===== src/rtl/fifo36_pkg.sv =====
// Shared word layout, state encoding and sizing helpers for the 36-bit FIFO arbiters.
package fifo36_pkg;

  localparam int unsigned WORD_W  = 36;
  localparam int unsigned SOF_BIT = 32;
  localparam int unsigned EOF_BIT = 33;
  localparam int unsigned OCC_LSB = 34;
  localparam int unsigned SPACE_W = 16;

  typedef enum logic {
    ST_IDLE = 1'b0,
    ST_PKT  = 1'b1
  } state_e;

  typedef struct packed {
    logic [1:0]  occ;
    logic        eof;
    logic        sof;
    logic [31:0] payload;
  } word_t;

  // Index width for n requesters, never narrower than one bit.
  function automatic int unsigned idx_w(input int unsigned n);
    return (n > 1) ? $clog2(n) : 1;
  endfunction

endpackage


===== src/rtl/fifo36_rr_mux_rr_pick.sv =====
// Combinational round-robin picker: first set request after last_i, wrapping modulo N.
module rr_pick
  import fifo36_pkg::*;
#(
  parameter int unsigned N  = 4,
  parameter int unsigned IW = idx_w(N)
) (
  input  logic [N-1:0]  req_i,
  input  logic [IW-1:0] last_i,
  output logic [N-1:0]  gnt_o,
  output logic [IW-1:0] idx_o,
  output logic          valid_o
);

  logic [IW-1:0] cand;

  always_comb begin
    gnt_o   = '0;
    idx_o   = '0;
    valid_o = 1'b0;
    cand    = '0;
    for (int unsigned i = 1; i <= N; i++) begin
      cand = IW'((32'(last_i) + i) % N);
      if (!valid_o && req_i[cand]) begin
        valid_o     = 1'b1;
        idx_o       = cand;
        gnt_o[cand] = 1'b1;
      end
    end
  end

endmodule


===== src/rtl/fifo36_rr_mux.sv =====
// Packet-atomic round-robin mux in front of the 36-bit FIFO write port; grant is held
// from the grant cycle until the EOF word transfers.
module fifo36_rr_mux
  import fifo36_pkg::*;
#(
  parameter int unsigned NUM_IN    = 4,
  parameter logic [15:0] MIN_SPACE = 16'd0
) (
  input  logic                     clk,
  input  logic                     arst_n,
  input  logic [WORD_W*NUM_IN-1:0] data_i,
  input  logic [NUM_IN-1:0]        src_rdy_i,
  output logic [NUM_IN-1:0]        dst_rdy_o,
  output logic [WORD_W-1:0]        data_o,
  output logic                     src_rdy_o,
  input  logic                     dst_rdy_i,
  input  logic [SPACE_W-1:0]       space_i,
  output logic [NUM_IN-1:0]        grant_o,
  output logic                     busy_o
);

  localparam int unsigned IW = idx_w(NUM_IN);

  state_e              state_q, state_d;
  logic [NUM_IN-1:0]   grant_q, grant_d;
  logic [IW-1:0]       sel_q, sel_d;
  logic [IW-1:0]       last_q, last_d;

  word_t               words [NUM_IN];
  word_t               word_sel;
  logic [SPACE_W:0]    space_diff;
  logic                space_ok;
  logic [NUM_IN-1:0]   req;
  logic [NUM_IN-1:0]   pick_gnt;
  logic [IW-1:0]       pick_idx;
  logic                pick_vld;

  for (genvar k = 0; k < NUM_IN; k++) begin : g_unpack
    assign words[k] = word_t'(data_i[k*WORD_W +: WORD_W]);
  end

  // Sign bit of space_i - MIN_SPACE; avoids a constant compare when the threshold is 0.
  assign space_diff = (SPACE_W+1)'(space_i) - (SPACE_W+1)'(MIN_SPACE);
  assign space_ok   = ~space_diff[SPACE_W];
  assign req        = space_ok ? src_rdy_i : '0;
  assign word_sel   = words[sel_q];

  rr_pick #(
    .N  (NUM_IN),
    .IW (IW)
  ) u_pick (
    .req_i   (req),
    .last_i  (last_q),
    .gnt_o   (pick_gnt),
    .idx_o   (pick_idx),
    .valid_o (pick_vld)
  );

  // Datapath steering from the registered selection; nothing moves while idle.
  always_comb begin
    data_o    = '0;
    src_rdy_o = 1'b0;
    dst_rdy_o = '0;
    if (state_q == ST_PKT) begin
      data_o           = word_sel;
      src_rdy_o        = src_rdy_i[sel_q];
      dst_rdy_o[sel_q] = dst_rdy_i;
    end
  end

  always_comb begin
    state_d = state_q;
    grant_d = grant_q;
    sel_d   = sel_q;
    last_d  = last_q;
    case (state_q)
      ST_IDLE: begin
        if (pick_vld) begin
          state_d = ST_PKT;
          grant_d = pick_gnt;
          sel_d   = pick_idx;
        end
      end
      ST_PKT: begin
        if (src_rdy_o && dst_rdy_i && word_sel.eof) begin
          state_d = ST_IDLE;
          grant_d = '0;
          last_d  = sel_q;
        end
      end
      default: state_d = ST_IDLE;
    endcase
  end

  always_ff @(posedge clk or negedge arst_n) begin
    if (!arst_n) begin
      state_q <= ST_IDLE;
      grant_q <= '0;
      sel_q   <= '0;
      last_q  <= IW'(NUM_IN - 1);
    end else begin
      state_q <= state_d;
      grant_q <= grant_d;
      sel_q   <= sel_d;
      last_q  <= last_d;
    end
  end

  assign grant_o = grant_q;
  assign busy_o  = (state_q == ST_PKT);

endmodule

===== config.mk =====
export PLATFORM = sky130hd
export DESIGN_NAME = fifo36_rr_mux
export DESIGN_NICKNAME = d
export VERILOG_FILES = /design/src/rtl/fifo36_pkg.sv /design/src/rtl/fifo36_rr_mux_rr_pick.sv /design/src/rtl/fifo36_rr_mux.sv
export SDC_FILE = /design/constraint.sdc
export NUM_CORES = 1
export LEC_CHECK = 0
export BUFFER_PORTS_ARGS = -buffer_cell sky130_fd_sc_hd__clkbuf_2
export CORE_MARGIN = 3
export CORE_UTILIZATION = 32
export CTS_CLUSTER_DIAMETER = 150
export DETAILED_ROUTE_END_ITERATION = 6
export PLACE_DENSITY = 0.78
export SLEW_MARGIN = 20
export SYNTH_ARGS = -nofsm -noshare
export SYNTH_HDL_FRONTEND = slang
export SYNTH_SLANG_ARGS = --single-unit

===== constraint.sdc =====
create_clock -name clk -period 2.3 [get_ports clk]
set_input_delay 0.46 -clock clk [delete_from_list [all_inputs] [get_ports clk]]
set_output_delay 0.46 -clock clk [all_outputs]
set_load 0.02 [all_outputs]

==> results.md <==
* Synth warnings at 0
* Diode count at 0
* PostCTS Resize Cnt at 0
* Power per cell area at 1250 nW/um2
* # DRC at 0
* DRT Pass-1 Iters at 4
* Num CTS Buffers at 3
* Mapped Cells at 189
* NetSw at 1.98 mW
* Relative slew slack at 0.684
* CP required at 1840 ps
* Initial DRC Count at 57
* Grt total ovfl at 0
* FMAX at 0.449 GHz
* Async SR Flop Fraction at 1.00
* Detailed placer's ending HPWL at 6860 um
* Area delta synth->final at 57.1%
* Crit start category: flop
* Crit Path Class: flop to output pin
* Post-CTS Hold Buffers at 0
* Crit path buf inv count at 2
* Hold Fails Final Rpt at 0
* Sequential-to-total area share from yosys stat at 0.113
* Final worst setup slack at 71.6 ps
* Initial core utilization at 0.336
* Via density at 5.28
* Final #Nets at 554
* Max cap viols at 0
* CP top delay family: multiplexers
* Cell variety after synth at 37
* Total core area at 5990 um2
* GRT met1 Usage at 0.260
* Crit. End Element: output pin
* Setup_tns at 0 ps
* Clock skew at 2.10 ps
* GR peak layer: met2
* Routed Antenna Nets at 0
* Min Tclk post-route at 2230 ps
* Maximum root-to-sink buffer count at 2
* Chip height at 85.3 um
* Clock transition at path regs at 40 ps
* Post-Synth XOR/XNOR Area at 0
* Root buf cell: clkbuf_8
* Pins Over Slew Limit at 0
* Int Power at 1.97 mW
* Main combinational cell family by area after synthesis: multiplexers
* Crit-path cells: buf_12, mux4_1, and2_1, clkbuf_2
* Net count after synthesis at 364
* Skew-Pair Late Insertion Delay at 230 ps
* Vias in the first global route at 2473
* FP Rows at 28
* Switching share of total power at 0.501
* Htree depth at 1
* Port Buffers at 196
* Avg Cell Area, Syn at 10.7 um2
* Worst vdd ir at 0.744 mV
* Post-CTS Setup Bufs at 0
* Slew @ Worst Pin at 472 ps
* Compound-cell area share of the yosys netlist at 0.110
* Simple-Gate Fraction of Synth Area at 0.196
* GRT Util Overall at 0.212
* Antenna violations before repair at 0
* Area share of fa/ha/maj cells after synthesis at 0.0497
* Slowest stage cell on the critical path: mux4_1
* DIE AREA at 7280 um2
* Yosys reg bits at 9
* Final Hold Slack at 76.1 ps
* Pin count of the biggest net entering global routing at 31
* Share of cells above drive strength 1 at 0.677
* Routed WL at 8120 um
* Worst hold-check path type: input port to async pin
* Vias post-DR at 2392
* Total power at 3.95 mW
* Critical-path maximum fanout at 12
* Crit share post-route at 0.969
* First-pass GRT wire length at 12300 um
* CP peak stage delay at 570 ps
* Power share of the combinational group at 0.879
* Post-synth top flop: dfrtp_1
* Mapped cell area at 2010 um2
* Met3 Usage GRT at 0.0243
* IO Pins at 213
* Gpl congestion at 0.844
* Fill cells at 559
* Post-synthesis mux area share at 0.473
* Clock sinks at 9
* Clock network fraction of design power at 0.046
* Outcome: completed
* Setup violators final at 0
* Post-synth EDFFs at 0
* Sequential power share at 0.076
* Worst Path Arrival at 1770 ps
* WL/cell at 17.9 um
* Pleak at 1.58 nW
* GRT met2 Usage at 0.392
* Setup WS pre-CTS at 115 ps
* TritonCTS clock tree: built
* Die W at 85.3 um
==> cell usage after synthesis, types with 4 or more instances <==
cell,n,share of area
dfrtp_1,7,0.087
a31oi_1,5,0.016
mux4_2,36,0.40
mux2i_1,7,0.035
mux2_2,4,0.022
clkbuf_1,11,0.021
inv_1,5,0.0093
buf_2,6,0.015
nor2_1,6,0.011
and2_1,40,0.12
a221o_1,4,0.020
o211ai_1,4,0.015
nand2_1,4,0.0075
ha_1,8,0.050
o21ai_0,13,0.032
==> per-stage QoR <==
| step | utilization | instance area, um2 | cells |
|---|---|---|---|
| after floorplan | - | 2010 | 189 |
| after global placement | 0.516 | 3090 | 448 |
| after detailed placement | 0.516 | 3090 | 448 |
| after CTS | 0.523 | 3130 | 452 |
| after global routing | 0.528 | 3160 | 453 |
| final | 0.528 | 3160 | 453 |
==> power by group through the flow <==
stage               Combinational [mW]  Sequential (mW)  Clock [mW]
detailed placement                3.44            0.294           0
global route                      3.75            0.309       0.196
finish                            3.47            0.299       0.180
floorplan                         2.39            0.315           0
CTS                               3.45            0.292       0.183
global placement                  3.39            0.291           0
==> logic make-up after synthesis <==
kind of cell,count (synthesis)
AOI/OAI and AO/OA,33
adders and majority gates,8
buffers and inverters,25
DFF,9
muxes,48
and+or+nand+nor,66
==> routing by layer <==
layer	vias to the layer above	part of all wire
met5	-	0
met3	10	0.076
met1	1161	0.38
met4	0	0.015
met2	101	0.53
li1	1120	-
==> path summary, 6_finish.rpt <==
kind / start / end / slack, ps / cells after the start
max: sel_q[0] / src_rdy_o / 70 / 4
min: arst_n / sel_q[1] / 80 / 1
max reg2reg: last_q[0] / grant_o[2] / 110 / 7
min reg2reg: grant_o[1] / grant_o[1] / 510 / 1
max in group asynchronous: arst_n / last_q[0] / 1970 / 1
min in group clk: grant_o[1] / grant_o[1] / 510 / 1
==> flip-flops by register name, summed over array words and instances (netlist names) <==
name     cells
last_q       2
grant_o      4
busy_o       1
sel_q        2
==> worst reg2reg max path: stages (launching register included) <==
cell and delay [ps]:
dfstp_2 520, inv_1 120, ha_2 450, mux2i_1 110, mux2_2 340, o21ai_0 200, a31oi_1 70, a221o_1 260
==> final cells by class <==
type                            instances  area (um2)  area share
Inverter                                5        18.8     0.00594
Tap cell                               75        93.8      0.0297
Clock buffer                            4        45.0      0.0142
Timing Repair Buffer                  205        1100       0.349
Sequential cell                         9         229      0.0724
Multi-Input combinational cell        155        1670       0.529
==> placed cells by master, fill, tap and decap left out, types with 2 or more instances in the layout <==
master / instances
clkbuf_2: 196
and2_1: 40
mux4_2: 36
o21ai_0: 13
mux2i_1: 7
ha_1: 7
nor2_1: 6
dfrtp_1: 6
inv_1: 5
a31oi_1: 5
buf_4: 5
nand2_1: 4
mux2_2: 4
o211ai_1: 4
a221o_1: 4
nor3_1: 3
a21oi_1: 3
clkbuf_8: 3
buf_12: 3
nand3_1: 2
dfstp_2: 2
Note: power is estimated with default switching activity, not from simulation.
